==> config.mk <==
export PLATFORM = sky130hd
export DESIGN_NAME = cplx_alu_arbiter
export DESIGN_NICKNAME = d
export VERILOG_FILES = /design/src/rtl/cplx_alu_arbiter.sv
export SDC_FILE = /design/constraint.sdc
export NUM_CORES = 1
export LEC_CHECK = 0
export CORE_ASPECT_RATIO = 1.2
export CORE_MARGIN = 10
export CORE_UTILIZATION = 46
export CTS_BUF_LIST = sky130_fd_sc_hd__clkbuf_4
export DETAILED_ROUTE_END_ITERATION = 7
export PLACE_DENSITY_LB_ADDON = 0.08
export SLEW_MARGIN = 20
export SYNTH_ARGS = -nofsm -noshare
export SYNTH_HDL_FRONTEND = slang
export SYNTH_SLANG_ARGS = --single-unit
==> constraint.sdc <==
create_clock -name clk -period 3.2 [get_ports clk]
set_input_delay 0.64 -clock clk [delete_from_list [all_inputs] [get_ports clk]]
set_output_delay 0.64 -clock clk [all_outputs]
set_load 0.005 [all_outputs]
==> src/rtl/cplx_alu_arbiter.sv <==
// Round-robin front end for a shared multi-cycle complex ALU.
// Grants one requester at a time and launches its op on the ALU.
// Returns the ALU result, or an error for an illegal opcode or a timeout,
// tagged with the requester id.
module cplx_alu_arbiter #(
  parameter int IDW     = 2,
  parameter int TIMEOUT = 15
) (
  input  logic                     clk,
  input  logic                     rst,
  input  logic [2**IDW-1:0]        req_valid,
  input  logic [18*(2**IDW)-1:0]   req_data,
  output logic [2**IDW-1:0]        req_ready,
  output logic                     alu_start,
  output logic [17:0]              alu_data,
  input  logic                     alu_done,
  input  logic [7:0]               alu_result_r,
  input  logic [7:0]               alu_result_i,
  output logic                     rsp_valid,
  input  logic                     rsp_ready,
  output logic [IDW-1:0]           rsp_id,
  output logic [7:0]               rsp_result_r,
  output logic [7:0]               rsp_result_i,
  output logic                     rsp_error,
  output logic                     busy
);

  localparam int NREQ = 2**IDW;

  typedef enum logic [1:0] {S_IDLE, S_ISSUE, S_WAIT, S_RESP} state_t;

  state_t           state, next_state;
  logic [IDW-1:0]   last_grant;
  logic [17:0]      op_q;
  logic [7:0]       timer;
  logic             grant_valid;
  logic [IDW-1:0]   grant_id;
  logic [IDW-1:0]   scan_id;
  logic [17:0]      grant_word;
  logic             grant_illegal;
  logic             timeout_hit;

  // Round-robin search: first valid requester after last_grant, wrapping.
  always_comb begin
    // NOTE: every variable gets a default before any branch so no latch is inferred.
    grant_valid = 1'b0;
    grant_id    = '0;
    scan_id     = '0;
    for (int i = 1; i <= NREQ; i++) begin
      scan_id = last_grant + IDW'(i);
      if (!grant_valid && req_valid[scan_id]) begin
        grant_valid = 1'b1;
        grant_id    = scan_id;
      end
    end
  end

  assign grant_word    = req_data[18*int'(grant_id) +: 18];
  assign grant_illegal = (grant_word[17:16] == 2'b11);
  // The timer counts completed WAIT cycles; this is the last allowed one.
  assign timeout_hit   = (timer == 8'(TIMEOUT - 1));

  // State register.
  always_ff @(posedge clk or posedge rst) begin
    // NOTE: sequential state uses non-blocking assignments so every flop samples pre-edge values.
    if (rst) state <= S_IDLE;
    else     state <= next_state;
  end

  // Next-state logic; alu_done takes priority over the timeout.
  always_comb begin
    next_state = state;
    case (state)
      S_IDLE:  if (grant_valid) next_state = grant_illegal ? S_RESP : S_ISSUE;
      S_ISSUE: next_state = S_WAIT;
      S_WAIT:  if (alu_done || timeout_hit) next_state = S_RESP;
      S_RESP:  if (rsp_ready) next_state = S_IDLE;
      default: next_state = S_IDLE;
    endcase
  end

  // One-hot accept only in IDLE, and never while reset is asserted.
  always_comb begin
    req_ready = '0;
    if (state == S_IDLE && !rst && grant_valid) req_ready[grant_id] = 1'b1;
  end

  assign alu_start = (state == S_ISSUE);
  assign alu_data  = (state == S_ISSUE || state == S_WAIT) ? op_q : 18'd0;
  assign rsp_valid = (state == S_RESP);
  assign busy      = (state != S_IDLE);

  // Op latch, WAIT timer, response capture and round-robin pointer update.
  always_ff @(posedge clk or posedge rst) begin
    if (rst) begin
      last_grant   <= IDW'(NREQ - 1);
      op_q         <= '0;
      timer        <= '0;
      rsp_id       <= '0;
      rsp_result_r <= '0;
      rsp_result_i <= '0;
      rsp_error    <= 1'b0;
    end else begin
      case (state)
        S_IDLE: begin
          if (grant_valid) begin
            op_q         <= grant_word;
            rsp_id       <= grant_id;
            rsp_error    <= grant_illegal;
            rsp_result_r <= '0;
            rsp_result_i <= '0;
          end
        end
        S_ISSUE: timer <= '0;
        S_WAIT: begin
          timer <= timer + 8'd1;
          if (alu_done) begin
            rsp_result_r <= alu_result_r;
            rsp_result_i <= alu_result_i;
            rsp_error    <= 1'b0;
          end else if (timeout_hit) begin
            rsp_result_r <= '0;
            rsp_result_i <= '0;
            rsp_error    <= 1'b1;
          end
        end
        S_RESP:  if (rsp_ready) last_grant <= rsp_id;
        default: ;
      endcase
    end
  end

endmodule

# Yosys cells after proc, flatten, opt, wreduce, memory -nomap -nowiden
# Cells that the tools add are included.
# totals
regBits	49
latch_bits	0
mem_bits_rw	0
romBits	0
in_bits	96
wordCells	85
mem_count	0
# op_classes
addsub	4
multipliers	1
n_div	0
magnitude_cmp	6
n_eq_ne	9
n_shift	1
n_mux	36
n_bitwise	0
n_reduce_logical	20
# ops
operator	count
variable part select 72 x 8 -> 18 bit	1
case mux 8 bit (2 select lines)	3
2-to-1 mux 8 bit	4
2-to-1 mux 18 bit	1
2-to-1 mux 2 bit	8
less-than comparator 2 x 3 -> 1 bit (second input constant)	5
2-to-1 mux 1 bit	12
adder 8 x 1 -> 8 bit (second input constant)	1
binary-select mux 1 bit (select 2 bit)	4
equality test 8 x 4 -> 1 bit (second input constant)	1
case mux 2 bit (4 select lines)	1
equality test 2 bit (second input constant)	3
logical AND 1 bit	6
multiplier 4 x 2 -> 6 bit (first input constant)	1
AND reduction 3 bit	2
nonzero test 2 bit	3
adder 2 bit (second input constant)	2
zero test 1 bit	4
2-to-1 mux 4 bit	1
inequality test 2 bit (second input constant)	2
AND reduction 2 bit	2
inequality test 3 bit (second input constant)	1
adder 2 x 1 -> 2 bit (second input constant)	1
demux 1 bit (select 2 bit)	1
6 further kinds	7

# Depth between registers and ports, before layout
# Gate-level depths: netlist of run 1.
# logic_depth
ltp_word	19
ltp_mapped	9
ltp_nobuf	7

# Least setup slack after synthesis of run 1
# No wires, ideal clock.
# synth_timing
kind	input to output
start	input req_valid[3]
end	output req_ready[0]
t_arrival_ps	1726
path_slack_ps	834
stages	6
n_path_buf	2
cell_sequence	a21bo_2 a21oi_1 nor3_1 buf_2 clkbuf_1 and3b_1
# synth_via
elab_chain_cells	17
elab_cells_between_ends	29
# synth_lines
item	line_no	text
start, declared	11	input logic [2**IDW-1:0] req_valid,
binary-select mux 1 bit (select 2 bit)	51	if (!grant_valid && req_valid[scan_id]) begin
2-to-1 mux 1 bit (not written as such)	51	
2-to-1 mux 1 bit	51	
zero test 1 bit	51	
logical AND 1 bit	51	
2-to-1 mux 1 bit	51	
zero test 1 bit	51	
logical AND 1 bit	51	
2-to-1 mux 1 bit	51	
zero test 1 bit	51	
logical AND 1 bit	51	
2-to-1 mux 2 bit	51	
less-than comparator 2 x 3 -> 1 bit (not written as such) or greater-or-equal comparator 2 x 1 -> 1 bit (tied branches)	85	if (state == S_IDLE && !rst && grant_valid) req_ready[grant_id] = 1'b1;
logical AND 1 bit (not written as such)	85	
2-to-1 mux 1 bit (not written as such)	85	
demux 1 bit (select 2 bit)	85	
2-to-1 mux 4 bit *	85	
end, declared	13	output logic [2**IDW-1:0] req_ready,
# Every way passes the cells marked *; elsewhere a longest branch is shown, timed or not. The select of a mux whose other input is x is not followed.

# Final worst setup path of run 1
# layout_timing
start	input req_valid[2]
end	output req_ready[0]
# The elaborated chain is that of the path after synthesis.

==> results.py, run 1 <==
metrics = {
    "route": {
        "drt_iter0_drc": 62,
        "wl_per_cell_um": 14.2,
        "first_pass_iters": 4,
        "viasPerCell": 4.92,
        "vias": 2800,
        "postRouteAntennaNets": 0,
        "drt-total-wl_um": 8100,
        "drc": 0,
    },
    "yosys": {
        "synthesis.area_um2": 2980,
        "ys_types": 38,
        "synth_cells": 342,
        "synth-edff-count": 0,
        "yosys_register_bits": 49,
        "synth_ff_type": "dfrtp_1",
        "synth_warnings": 0,
        "syn_nets": 445,
        "async_flop_share": 1.00,
        "synth.yosys.seq_area_share": 0.412,
        "syn_area_per_cell_um2": 8.71,
    },
    "power_and_ir_drop": {
        "powerDensity_nw_per_um2": 748,
        "power_w": 0.00342,
        "cellLeakagePower_nw": 1.96,
        "peakVddDrop_uv": 487,
    },
    "setup_path": {
        "crit_start": "req_valid[2]",
        "critPathArrivalTime_ns": 2.49,
        "worst_setup_path_end_kind": "output pin",
        "cp_max_fo": 4,
        "required_ns": 2.56,
        "crit_top_cell": "clkdlybuf4s50_1",
        "worstSetupPathType": "input pin to output pin",
        "setup.worst_path.start_class": "input pin",
        "cp_num_buf_inv": 2,
        "slowest_delay_ns": 0.46,
        "slowest_stage": "clkdlybuf4s50_1",
        "path_delay_family": "buffers and inverters",
        "r2r-start": "last_grant[1]",
        "crit_chain": "clkdlybuf4s50_1 > nor4_1 > nand2b_1 > nor2_1 > and3b_1 > clkdlybuf4s50_1",
    },
    "clocking": {
        "postCtsHoldBufs": 0,
        "htreeDepth": 2,
        "cts_made_buffers": 5,
        "cts_tree": "yes",
        "clock-sinks": 49,
        "clk_pin_slew_ns": 0.13,
        "clk_latency_ns": 0.36,
        "clockBufferDepth": 2,
        "clockRootBuffer": "clkbuf_4",
    },
    "finish": {
        "drive_above_1_share": 0.112,
        "area_growth_pct": 53.5,
        "instances_no_fill": 569,
        "diodes": 0,
        "nets": 586,
    },
    "global_route": {
        "grt_pass1_wl_um": 13300,
        "grt_max_degree": 40,
        "antenna_found_initial": 0,
        "track_usage": 0.158,
        "overflow": 0,
        "grt_pass1_vias": 2862,
    },
    "run_status": {
        "status": "finished clean",
    },
    "die": {
        "core-area_um2": 6370,
        "ios": 140,
        "start_util": 0.468,
        "fp-row-count": 32,
        "fp.dieW_um": 93.5,
        "die_area_um2": 10100,
        "die_y_um": 108,
    },
    "placed_design": {
        "place_congestion": 0.772,
        "dp.cells": 559,
        "place_hpwl_um": 6710,
        "io_buffers": 139,
    },
    "worst_hold_path": {
        "min_path_type": "register to register",
        "hp-start": "op_q[16]",
    },
    "sta": {
        "setup_violations": 0,
        "hold_viol_final": 0,
        "maxSlewViolCount": 0,
        "worst-slew-pin-transition_ns": 0.577,
        "max_freq_mhz": 320,
        "fin_crit_sh": 0.977,
        "slew_headroom": 0.614,
        "finalCriticalPeriod_ns": 3.13,
        "skew_ns": 0.00641,
    },
    "run": {
        "drv_cap": 0,
    },
}
-- power breakdown --
group          switching, W  internal (W)
Sequential         0.000135      0.000878
Clock              0.000197     0.0000875
Combinational      0.000988       0.00114
Total               0.00132       0.00210
-- cell type report --
class	instances	area [um^2]
Sequential cell	49	1230
Fill cell	507	1790
Clock buffer	5	37.5
Timing Repair Buffer	155	1510
Multi-Input combinational cell	241	1550
Tap cell	85	106
Clock inverter	3	22.5
Inverter	31	116
-- Yosys cell counts, drive strengths merged, types with 3 or more instances --
library cell | count | area [um^2]
o21ai | 58 | 290
dfrtp | 47 | 1180
nand2 | 43 | 161
inv | 31 | 116
nand3 | 22 | 110
mux2 | 21 | 236
mux2i | 21 | 210
and2 | 19 | 119
clkbuf | 13 | 48.8
nor2 | 13 | 48.8
buf | 8 | 48.8
ha | 7 | 87.6
nor3 | 6 | 35.0
nand2b | 5 | 31.3
a21oi | 3 | 15.0
o22ai | 3 | 18.8
-- worst paths after layout --
kind,endpoint,slack (ns),cells after the start
worst max-delay path,req_ready[0],0.07,6
worst min-delay path,op_q[16],0.49,2
worst max register to register,op_q[5],1.03,6
worst min register to register,op_q[16],0.49,2
max in group asynchronous,last_grant[0],1.90,3
min in group asynchronous,rsp_error,0.67,2
-- tightest hold or removal path: cells and delay by family, from the launching register on --
family / cells / cell delay [ns]
flip-flops: 1 / 0.36
AO/OA/AOI/OAI: 1 / 0.06
AND/OR/NAND/NOR: 1 / 0.04
-- state kept, by name, indices dropped and copies added (netlist names) --
register      cells
op_q             18
rsp_result_r      8
timer             8
rsp_result_i      8
rsp_error         1
last_grant        2
state             2
rsp_id            2
-- logic make-up (layout without fill, tap and decap cells) --
kind of cell | Yosys count | count (layout) | share of synthesized area
AOI/OAI and AO/OA | 73 | 73 | 0.140
xor gates and xnor gates | 2 | 2 | 0.00588
adders and majority gates | 7 | 7 | 0.0294
buffers and inverters | 52 | 194 | 0.0718
DFF | 49 | 49 | 0.412
muxes | 42 | 42 | 0.150
and+or+nand+nor | 117 | 117 | 0.191
-- layer usage --
metal | wire length, um | vias to the layer above | global-route usage
li1 | - | 1430 | -
met1 | 3270 | 1267 | 0.174
met2 | 3840 | 95 | 0.267
met3 | 907 | 8 | 0.0784
met4 | 80 | 0 | 0.0375
met5 | 0 | - | 0
-- per-stage QoR --
step                      setup TNS [ns]  utilization  instance area, um^2  hold slack (ns)  setup slack [ns]
after detailed placement               0        0.706                 4490            0.462            0.0104
after global routing            -0.00321        0.719                 4570            0.518          -0.00321
after global placement                 0        0.706                 4490            0.453            0.0252
after CTS                              0        0.715                 4550            0.493            0.0236
final                                  0        0.719                 4570            0.488            0.0730
after floorplan                        0            -                 2980            0.442             0.834
-- repair_timing --
action / CTS / global route
gates resized for setup: 1 / 1
gates cloned: 0 / 0
endpoints found under the setup margin: 1 / 3
buffers inserted: 0 / 2
pin swaps: 0 / 0
-- placed cells by master, fill, tap and decap left out, drive strengths merged, types with 5 or more instances in the layout --
master         Yosys  routed
clkdlybuf4s50      0     137
o21ai             58      58
dfrtp             47      47
nand2             43      43
inv               31      31
nand3             22      22
mux2i             21      21
mux2              21      21
and2              19      19
buf                8      16
nor2              13      13
ha                 7       7
nor3               6       6
nand2b             5       5
clkbuf            13       5
No activity file was read; power rests on OpenSTA's default activity.
==> run 2, diff against run 1 <==
- CORE_UTILIZATION: 46 -> 39
- clock period: 3.2 -> 2.53 ns (I/O delays scaled with it)
==> results.py, run 2 (synthesis gave the netlist of run 1 again) <==
metrics = {
    "clocking": {
        "clockRootBuffer": "clkbuf_4",
        "clock-sinks": 49,
        "postCtsHoldBufs": 0,
        "htreeDepth": 2,
        "clk_latency_ns": 0.38,
        "clockBufferDepth": 2,
        "cts_tree": "yes",
        "cts_made_buffers": 5,
        "clk_pin_slew_ns": 0.15,
    },
    "power_and_ir_drop": {
        "peakVddDrop_uv": 564,
        "powerDensity_nw_per_um2": 969,
        "cellLeakagePower_nw": 2.11,
    },
    "setup_path": {
        "slowest_delay_ns": 0.60,
        "regToRegSetupSlack_ns": 0.19,
        "crit_end": "req_ready[0]",
        "worstSetupPathType": "register to output pin",
        "r2r-start": "last_grant[1]",
        "crit_start": "last_grant[1]",
        "cp_num_buf_inv": 3,
        "cp.depth": 7,
        "worst_setup_path_end_kind": "output pin",
        "required_ns": 2.02,
        "slowest_stage": "dfstp_2",
        "r2r_cells": 9,
        "reg2reg_to": "rsp_error",
        "cp_max_fo": 4,
        "path_delay_family": "flip-flops",
        "setup.worst_path.start_class": "register",
        "critPathArrivalTime_ns": 1.96,
        "crit_chain": "mux2i_1 > nor2_1 > nor3_2 > buf_4 > buf_6 > and3b_1 > buf_2",
    },
    "global_route": {
        "grt_pass1_wl_um": 14300,
        "overflow": 0,
        "grt_pass1_vias": 2998,
        "grt_max_degree": 40,
        "antenna_found_initial": 0,
        "track_usage": 0.149,
    },
    "sta": {
        "slew_headroom": 0.545,
        "finalCriticalPeriod_ns": 2.47,
        "whs_ns": 0.493,
        "rsz0062_at_grt": "true",
        "max_freq_mhz": 405,
        "worst-slew-pin-transition_ns": 0.681,
        "setup_violations": 0,
        "fin_crit_sh": 0.977,
        "setup_slack_ns": 0.0594,
        "maxSlewViolCount": 0,
        "skew_ns": 0.0212,
        "hold_viol_final": 0,
    },
    "finish": {
        "most-common-layout-cells": "123 x clkdlybuf4s50_1, 57 x o21ai_0, 47 x dfrtp_1",
        "nets": 594,
        "diodes": 0,
        "largest_reg_flops": 18,
        "final_common_cell": "clkdlybuf4s50_1",
        "final_area_um2": 4700,
        "area_growth_pct": 57.6,
        "multi_input_area_um2": 1590,
        "drive_above_1_share": 0.148,
        "seq_area_um2": 1230,
        "fill_cells": 678,
        "regMostFlops": "op_q",
    },
    "die": {
        "fp-row-count": 34,
        "ios": 140,
        "die_area_um2": 11600,
        "die_y_um": 116,
        "fp.dieW_um": 99.8,
        "core-area_um2": 7360,
        "start_util": 0.405,
    },
    "placed_design": {
        "place_hpwl_um": 7030,
        "place_congestion": 0.760,
        "pre_cts_ws_ns": -0.388,
        "placed_cell_area_um2": 4520,
        "io_buffers": 139,
    },
    "route": {
        "drt-total-wl_um": 8840,
        "viasPerCell": 4.86,
        "postRouteAntennaNets": 0,
        "drt_iter0_drc": 49,
        "wl_per_cell_um": 15.2,
        "first_pass_iters": 4,
        "vias": 2829,
        "drc": 0,
    },
    "worst_hold_path": {
        "min_path_type": "register to register",
    },
    "run": {
        "drv_cap": 0,
    },
    "run_status": {
        "status": "finished clean",
    },
}
[run 2: metrics by stage]
step                      cells  utilization  total power [W]  TNS (ns)
after floorplan             342            -          0.00276         0
after global placement      565        0.614          0.00405     -3.66
after detailed placement    565        0.614          0.00410     -4.85
after CTS                   581        0.634          0.00462         0
after global routing        582        0.638          0.00498    -0.128
final                       582        0.638          0.00455         0
[run 2: layer usage]
metal	vias to the layer above	wire length [um]	global-route usage
li1	1444	-	-
met1	1262	3490	0.158
met2	117	4170	0.252
met3	6	1120	0.0828
met4	0	66	0.0335
met5	-	0	0
[run 2: repair_timing]
item | in CTS | in global routing
pin swaps | 3 | 3
gates resized for setup | 19 | 18
setup buffers | 8 | 1
setup endpoints to repair | 22 | 13
[run 2: area by class of cell]
type,instances,share of cell area
timing repair buffer,163,0.338
multi-input combinational,241,0.338
sequential,49,0.262
inverter,31,0.0248
tap,90,0.0240
clock buffer,5,0.00799
clock inverter,3,0.00533
[run 2: worst register-to-register path: stages, from the launching register on]
cell and delay (ns):
dfstp_2 0.60, mux2i_1 0.22, nor2_1 0.09, nor3_2 0.18
buf_4 0.16, buf_4 0.13, buf_4 0.13, mux2_2 0.37
nor3_1 0.26, o22a_1 0.16
[run 2: how the worst min path moves through the flow]
stage                  start        to  slack [ns]  depth (start not counted)
floorplan           op_q[12]  op_q[12]        0.44                          2
global placement     op_q[6]   op_q[6]        0.45                          2
detailed placement   op_q[7]   op_q[7]        0.46                          2
CTS                  op_q[7]   op_q[7]        0.50                          2
global route        op_q[13]  op_q[13]        0.51                          2
finish               op_q[2]   op_q[2]        0.49                          2
[run 2: report_power, final]
| part | internal, W | switching, W | leakage, nW |
|---|---|---|---|
| Sequential | 0.00111 | 0.000171 | 0.631 |
| Combinational | 0.00156 | 0.00133 | 1.45 |
| Clock | 0.000116 | 0.000269 | 0.0322 |
| Total | 0.00278 | 0.00177 | 2.11 |
==> run 3, diff against run 2 <==
- PLACE_DENSITY: not set -> 0.83
- PLACE_DENSITY_LB_ADDON: 0.08 -> not set
==> results.py, run 3 (synthesis gave the netlist of run 1 again) <==
metrics = {
    "finish": {
        "final_common_cell": "clkdlybuf4s50_1",
        "seq_area_um2": 1230,
        "instances_no_fill": 582,
        "diodes": 0,
        "area_growth_pct": 57.7,
        "most-common-layout-cells": "127 x clkdlybuf4s50_1, 57 x o21ai_0, 47 x dfrtp_1",
        "fill_cells": 616,
        "largest_reg_flops": 18,
        "regMostFlops": "op_q",
        "nets": 594,
        "drive_above_1_share": 0.146,
        "multi_input_area_um2": 1600,
        "final_area_um2": 4700,
    },
    "run": {
        "drv_cap": 0,
    },
    "sta": {
        "finalCriticalPeriod_ns": 2.45,
        "hold_viol_final": 0,
        "fin_crit_sh": 0.968,
        "setup_violations": 0,
        "fin_setup_tns_ns": 0,
        "maxSlewViolCount": 0,
        "slew_headroom": 0.634,
        "max_freq_mhz": 408,
        "skew_ns": 0.0132,
        "worst-slew-pin-transition_ns": 0.549,
    },
    "die": {
        "start_util": 0.405,
        "ios": 140,
        "die_y_um": 116,
        "fp-row-count": 34,
        "fp.dieW_um": 99.8,
        "core-area_um2": 7360,
        "die_area_um2": 11600,
    },
    "setup_path": {
        "setup.worst_path.start_class": "input pin",
        "cp_max_fo": 3,
        "critPathArrivalTime_ns": 1.94,
        "required_ns": 2.02,
        "worstSetupPathType": "input pin to output pin",
        "r2r_cells": 8,
        "regToRegSetupSlack_ns": 0.20,
        "r2r-start": "last_grant[1]",
        "reg2reg_to": "op_q[10]",
        "worst_setup_path_end_kind": "output pin",
    },
    "placed_design": {
        "placed_cell_area_um2": 4530,
        "place_hpwl_um": 7210,
        "io_buffers": 139,
        "dp.cells": 565,
        "place_congestion": 0.784,
    },
    "worst_hold_path": {
        "hp-start": "op_q[16]",
        "worstHoldEndpoint": "op_q[16]",
        "min_path_cells": 2,
        "min_path_type": "register to register",
    },
    "global_route": {
        "grt_max_degree": 38,
        "grt_pass1_vias": 3034,
        "antenna_found_initial": 0,
        "overflow": 0,
        "track_usage": 0.152,
        "grt_pass1_wl_um": 14600,
    },
    "power_and_ir_drop": {
        "switchingPower_w": 0.00176,
        "powerDensity_nw_per_um2": 978,
        "power_frac_comb": 0.645,
        "swShare": 0.382,
        "internal_power_w": 0.00284,
        "clock_power_share": 0.074,
        "power_w": 0.00460,
        "peakVddDrop_uv": 675,
        "cellLeakagePower_nw": 2.08,
        "pwr-share-seq": 0.280,
    },
    "clocking": {
        "postCtsHoldBufs": 0,
        "cts_made_buffers": 5,
        "clk_pin_slew_ns": 0.14,
        "clockBufferDepth": 2,
        "clk_latency_ns": 0.36,
        "htreeDepth": 2,
        "clockRootBuffer": "clkbuf_4",
        "clock-sinks": 49,
        "cts_tree": "yes",
    },
    "route": {
        "drt_iter0_drc": 90,
        "first_pass_iters": 4,
        "drt-total-wl_um": 8790,
        "wl_per_cell_um": 15.1,
        "postRouteAntennaNets": 0,
        "drc": 0,
        "vias": 2865,
        "viasPerCell": 4.92,
    },
    "run_status": {
        "status": "finished clean",
    },
}
==> run 3: cell count changes in the layout (fill, tap and decap cells not counted), sizes merged <==
cell           previous run  this run
clkdlybuf4s50           123       127
clkinv                    0         3
clkinvlp                  1         0
dlygate4sd2               4         3
dlymetal6s2s              8         5
inv                      33        31
==> run 3: critical path, stage by stage <==
cell and delay [ns]:
clkdlybuf4s50_1 0.46, buf_4 0.17, nor2_2 0.15, a31oi_4 0.07, buf_4 0.17, nor4_4 0.26, buf_2 0.16
==> run 3: routing by layer <==
layer  track usage  vias to the layer above  wire (um)
met3        0.0780                        9       1050
li1              -                     1446          -
met5             0                        -          0
met4        0.0335                        0         83
met2         0.265                      121       4220
met1         0.160                     1289       3440
==> run 3: what timing repair did <==
item | 4_1_cts | 5_1_grt
pin swaps | 2 | 2
gates resized for setup | 19 | 17
buffers inserted | 7 | 2
endpoints found under the setup margin | 22 | 17
==> run 3: cell type report <==
class	count	share of cell area
Multi-Input combinational cell	241	0.340
Timing Repair Buffer	163	0.339
Sequential cell	49	0.261
Inverter	31	0.0248
Tap cell	90	0.0240
Clock buffer	5	0.00799
Clock inverter	3	0.00266
==> run 3: worst max path at each step <==
stage	startpoint	to
2_1_floorplan	last_grant[1]	req_ready[0]
6_report	req_valid[2]	req_ready[1]
3_3_place_gp	req_valid[3]	req_ready[0]
5_1_grt	state[0]	alu_data[3]
3_5_place_dp	req_valid[3]	req_ready[0]
4_1_cts	last_grant[1]	req_ready[1]
==> run 3: power groups by stage <==
| stage | Sequential, W | Clock (W) | Combinational (W) |
|---|---|---|---|
| 2_1_floorplan | 0.00128 | 0 | 0.00147 |
| 3_3_place_gp | 0.00129 | 0 | 0.00274 |
| 3_5_place_dp | 0.00131 | 0 | 0.00280 |
| 4_1_cts | 0.00128 | 0.000358 | 0.00296 |
| 5_1_grt | 0.00133 | 0.000391 | 0.00329 |
| 6_report | 0.00129 | 0.000342 | 0.00297 |
==> run 3: through the flow <==
stage,hold slack (ns),utilization,worst slack (ns)
final,0.487,0.639,0.0804
after global placement,0.452,0.615,-0.399
after CTS,0.476,0.635,-0.00549
after global routing,0.529,0.639,-0.000116
after floorplan,0.442,-,0.377
after detailed placement,0.462,0.615,-0.428
==> patch 1: new RTL, config.mk and constraints of run 1 <==
Make the reset (`rst`) synchronous in 2 clocked blocks.
--- a/src/rtl/cplx_alu_arbiter.sv
+++ b/src/rtl/cplx_alu_arbiter.sv
@@ -63,3 +63,3 @@
   // State register.
-  always_ff @(posedge clk or posedge rst) begin
+  always_ff @(posedge clk) begin
     // NOTE: sequential state uses non-blocking assignments so every flop samples pre-edge values.
@@ -93,3 +93,3 @@
   // Op latch, WAIT timer, response capture and round-robin pointer update.
-  always_ff @(posedge clk or posedge rst) begin
+  always_ff @(posedge clk) begin
     if (rst) begin
Function: differs if rst is asserted again (counterexample within 4 cycles, from zero or initial values and one cycle with rst high); with rst held inactive, the same outputs for 10 cycles.
==> patch 1 against run 1 <==
- global-route usage rose by 3.4 points
- cell area fell by 4.7%
- setup slack improved by 0.13 ns
- power fell by 23%
- sequential cell count did not move
- wire length rose by 19%
- utilization rose by 1.1 points
- synthesized area fell by 5.8%
- highest routed layer unchanged
==> patch 1: results (changes against run 1) <==
* CP max stage delay at 0.54 ns (+0.08 ns)
* IO buf count at 139 (unchanged)
* Clock Pin Slew Worst Setup and Hold Paths at 0.15 ns (+0.02 ns)
* Mux cell area share after synthesis at 7.127% (-7.9 points)
* Outcome: completed
* Tot GR Track Use at 19.23% (+3.4 points)
* Worst vdd ir at 0.8217 mV (+69%)
* Ys flop type: dfxtp_1
* Number of global-route vias before repair at 3060 (+6.9%)
* Clock Skew at 0.01343 ns (+0.007012 ns)
* Wirelength per Cell at 16.81 microns (+18%)
* Post-Synth XOR/XNOR Area at 1.247% (+0.66 points)
* FFs w/ async S/R, synth at 0% (-100 points)
* Critical path arrival at 2.35 ns (-0.14 ns)
* First-pass GRT wire length at 15440 microns (+16%)
* Largest net degree at the start of global routing at 36 (-10%)
* Worst-margin pin slew at 0.8068 ns (+0.2298 ns)
* Leakage at 1.668 nW (-15%)
* Filler cells at 493 (-2.8%)
* Top post-synthesis cells by area: dfxtp_1 35%, a21oi_1 10%, nand2_1 7.8%
* DP Wirelength at 7507 microns (+12%)
* Synth top cells by count: 58 x nand2_1, 57 x a21oi_1, 49 x dfxtp_1
* Gate Count Post-Synth at 353 (+3.2%)
* Gpl congestion at 0.8776 (+14%)
* Sw Pwr at 1.039 mW (-21%)
* Share of post-route cells with drive strength above 1 at 6.327% (-4.8 points)
* 1st-iter DRT viols at 178 (+190%)
* Post-synthesis sequential area ratio at 34.92% (-6.3 points)
* Placement Cell Area at 0.004274 sq mm (-4.9%)
* Post-synthesis compound-gate area fraction at 22.63% (+8.6 points)
* Fin cells at 572 (+0.53%)
* Final nets at 592 (+1.0%)
* Syn nets at 456 (+2.5%)
* Clock Tree Root: clkbuf_4
* First-pass DRT Iterations at 6 (+2)
* Vias per cell at 5.336 (+8.4%)
* Distinct cells, synth at 48 (+26%)
* CP max FO at 5 (+1)
* Synth-to-Final Area Change at 55.14%
patch 1: cell types whose count changed after synthesis, moves of 4 or more:
cell | run 1 | this run
nor3_1 | 5 | 1
dfrtp_1 | 47 | 0
nand3_1 | 22 | 17
a21oi_1 | 3 | 57
nand2_1 | 43 | 58
o21ai_0 | 57 | 7
nor2_1 | 13 | 19
mux2_2 | 21 | 0
dfxtp_1 | 0 | 49
a221o_1 | 1 | 16
clkbuf_1 | 13 | 17
inv_1 | 31 | 9
patch 1: path summary, 6_finish.rpt:
path / cells past startpoint / endpoint / startpoint / slack (ns)
max: 6 / req_ready[0] / req_valid[0] / 0.21
min: 2 / rsp_result_i[2] / rsp_result_i[2] / 0.46
max reg2reg: 9 / rsp_error / timer[0] / 1.01
min reg2reg: 2 / rsp_result_i[2] / rsp_result_i[2] / 0.46
patch 1: logic make-up after synthesis:
kind of cell	after synthesis
xor+xnor	4
simple gates	139
flops	49
fa+ha+maj	7
mux	20
compound gates	98
buf+inv	36
patch 1: area by class of cell:
type	instances	area (sq um)	area share (%)
sequential	49	980.9	22.51
tap	82	102.6	2.354
multi-input combinational	268	1649	37.84
clock buffer	6	45.04	1.034
clock inverter	2	38.79	0.8900
timing repair buffer	156	1508	34.60
inverter	9	33.78	0.7752
patch 1: critical path: cells and delay by family:
kind / cells / cell delay (ns)
compound gates: 2 / 0.32
simple gates: 2 / 0.52
buf+inv: 2 / 0.86
patch 1: through the flow:
stage | setup WS (ns) | power, mW
global placement | -0.06668 | 2.230
finish | 0.2078 | 2.618
floorplan | 0.7453 | 1.674
detailed placement | -0.1034 | 2.266
global route | 0.07078 | 2.804
CTS | 0.2183 | 2.648
patch 1: power by group through the flow:
stage | sequential [mW] | combinational [mW] | clock [mW]
5_1_grt | 0.807 | 1.59 | 0.409
4_1_cts | 0.791 | 1.46 | 0.393
3_3_place_gp | 0.799 | 1.43 | 0
2_1_floorplan | 0.790 | 0.884 | 0
3_5_place_dp | 0.806 | 1.46 | 0
6_report | 0.791 | 1.45 | 0.381
patch 1: per-layer routing:
| layer | GRT usage (%) | vias to the layer above | wire length (microns) |
|---|---|---|---|
| met5 | 0 | - | 0 |
| met4 | 4.821 | 0 | 127 |
| met3 | 4.968 | 10 | 462 |
| met2 | 34.99 | 82 | 5004 |
| met1 | 21.70 | 1440 | 4022 |
| li1 | - | 1520 | - |
patch 1: timing repair:
action / in CTS / in global routing
endpoints found under the hold margin: 0 / 0
setup buffers: 0 / 0
setup endpoints to repair: 4 / 0
resized for setup: 6 / 0
==> patch 2: new RTL, settings of run 1 <==
Without the edit above. `IDW`: 2 -> 3.
--- a/src/rtl/cplx_alu_arbiter.sv
+++ b/src/rtl/cplx_alu_arbiter.sv
@@ -5,3 +5,3 @@
 module cplx_alu_arbiter #(
-  parameter int IDW     = 2,
+  parameter int IDW     = 3,
   parameter int TIMEOUT = 15
Interface: changed (resized req_data, req_ready, req_valid and rsp_id); port bits go from 140 to 221. No check against the original RTL was run, so the function may have changed too.
==> patch 2 against run 1 <==
- the flow now finishes with violations (negative setup slack)
- hold slack better by 0.0026 ns
- cell area up 71%
- synthesized cell count rose by 58%
- clock skew grew 0.0029 ns
- wire length increased by 140%
- first-iteration DRC count rose to 5.1 times the old value
- sequential cell count increased by 2
- critical endpoint is now req_ready[5]
- synthesized area grew 49%
- die area grew 39%
- setup slack got worse by 0.99 ns
- largest cell class unchanged
- power grew to 3.5 times the old value
==> patch 2: results (changes against run 1) <==
* Outcome: complete, but fails checks
* Failing checks: negative setup slack
* Synth top cells by count: 121 x nand2_1, 55 x o21ai_0, 48 x dfrtp_1
* First-pass GRT wire length at 29950 microns (+130%)
* Cells after DPL at 921 (+65%)
* CP max stage delay at 0.60 ns (+0.14 ns)
* Met3 global-route usage at 7.646% (-0.19 points)
* Leakage at 3.308 nW (+69%)
* Crit path max-delay family: compound AO/OA/AOI/OAI gates
* Clock Pin Slew Worst Setup and Hold Paths at 0.16 ns (+0.03 ns)
* DP Wirelength at 14830 microns (+120%)
* Clock Skew at 0.009362 ns (+0.002949 ns)
* Fin cells at 955 (+68%)
* Syn nets at 723 (+62%)
* GR Layer Usage met1 at 28.83% (+11 points)
* Wirelength per Cell at 20.64 microns (+45%)
* Critical path arrival at 3.47 ns (+0.98 ns)
* Top post-synthesis cells by area: dfrtp_1 27%, nand2_1 10%, mux4_2 7.1%
* R2R depth at 19 (+13)
* Crit path max-delay cell type: dfstp_2
* Met2 GRT Util at 46.70% (+20 points)
* Final setup margin at -0.9132 ns (-0.9862 ns)
* First-pass DRT Iterations at 5 (+1)
* Number of global-route vias before repair at 5781 (+100%)
* Final nets at 1011 (+73%)
* Initial antenna violation count at 1 (+1)
* Worst vdd ir at 1.588 mV (+230%)
* Filler cells at 578 (+14%)
* Final setup violation count at 28 (+28)
* Avg Cell Area, Syn at 8.209 sq um (-5.8%)
[patch 2: what timing repair did]
| action | CTS | global route |
|---|---|---|
| resized for setup | 109 | 18 |
| setup buffers | 18 | 6 |
| endpoints found under the setup margin | 29 | 33 |
| pin swaps | 34 | 8 |
| cloned | 2 | 0 |
[patch 2: kinds of logic (layout without fill, tap and decap cells)]
| logic type | after synthesis | in the layout | synth area share [%] |
|---|---|---|---|
| buffers and inverters | 54 | 343 | 5.174 |
| adder cells (fa/ha/maj) | 9 | 9 | 2.531 |
| AND/OR/NAND/NOR | 217 | 217 | 23.00 |
| XOR/XNOR | 6 | 6 | 1.181 |
| flip-flops | 51 | 51 | 28.77 |
| AO/OA/AOI/OAI | 147 | 147 | 20.98 |
| multiplexers | 58 | 58 | 18.36 |
| other | 0 | 1 | 0 |
[patch 2: layout make-up]
class / instances / area, sq um / area share [%]
diodes: 1 / 2.502 / 0.03196
clock buffers: 5 / 37.54 / 0.4794
clock inverters: 3 / 26.28 / 0.3356
inverters: 18 / 68.82 / 0.8789
multi-input cells: 437 / 3217 / 41.08
flip-flops and latches: 51 / 1280 / 16.35
well taps: 123 / 153.9 / 1.965
repair buffers: 317 / 3044 / 38.88
[patch 2: through the flow]
stage	utilization (%)	hold WS [ns]	TNS (ns)
final	82.71	0.4909	-18.91
after CTS	81.39	0.4956	-16.25
after detailed placement	76.59	0.4618	-36.23
after global placement	76.59	0.4554	-32.90
after floorplan	-	0.4356	-15.83
after global routing	82.71	0.5318	-22.06
[patch 2: power groups by stage]
stage | registers, mW | logic [mW] | clock network [mW]
2_1_floorplan | 1.06 | 5.26 | 0
3_3_place_gp | 1.07 | 8.07 | 0
3_5_place_dp | 1.08 | 8.22 | 0
4_1_cts | 1.07 | 9.83 | 0.325
5_1_grt | 1.10 | 11.2 | 0.353
6_report | 1.08 | 10.5 | 0.318
[patch 2: final timing paths]
| path | startpoint | to | slack, ns |
|---|---|---|---|
| worst max-delay path | last_grant[0] | req_ready[5] | -0.91 |
| worst min-delay path | op_q[15] | op_q[15] | 0.49 |
| worst max register to register | last_grant[0] | op_q[16] | -0.87 |
| worst min register to register | op_q[15] | op_q[15] | 0.49 |
| max in group asynchronous | rst | timer[6] | 1.83 |
| min in group asynchronous | rst | op_q[0] | 0.64 |
[patch 2: worst min-delay path: stages (launching register included)]
cell     delay (ns)
dfrtp_1        0.37
nand2_1        0.04
o21ai_0        0.06
[patch 2: per-layer routing]
layer | wire, microns | share of wire (%) | vias up
li1 | - | - | 2545
met1 | 7023 | 36 | 2571
met2 | 9883 | 50 | 320
met3 | 1810 | 9.2 | 75
met4 | 989 | 5.0 | 0
met5 | 0 | 0 | -
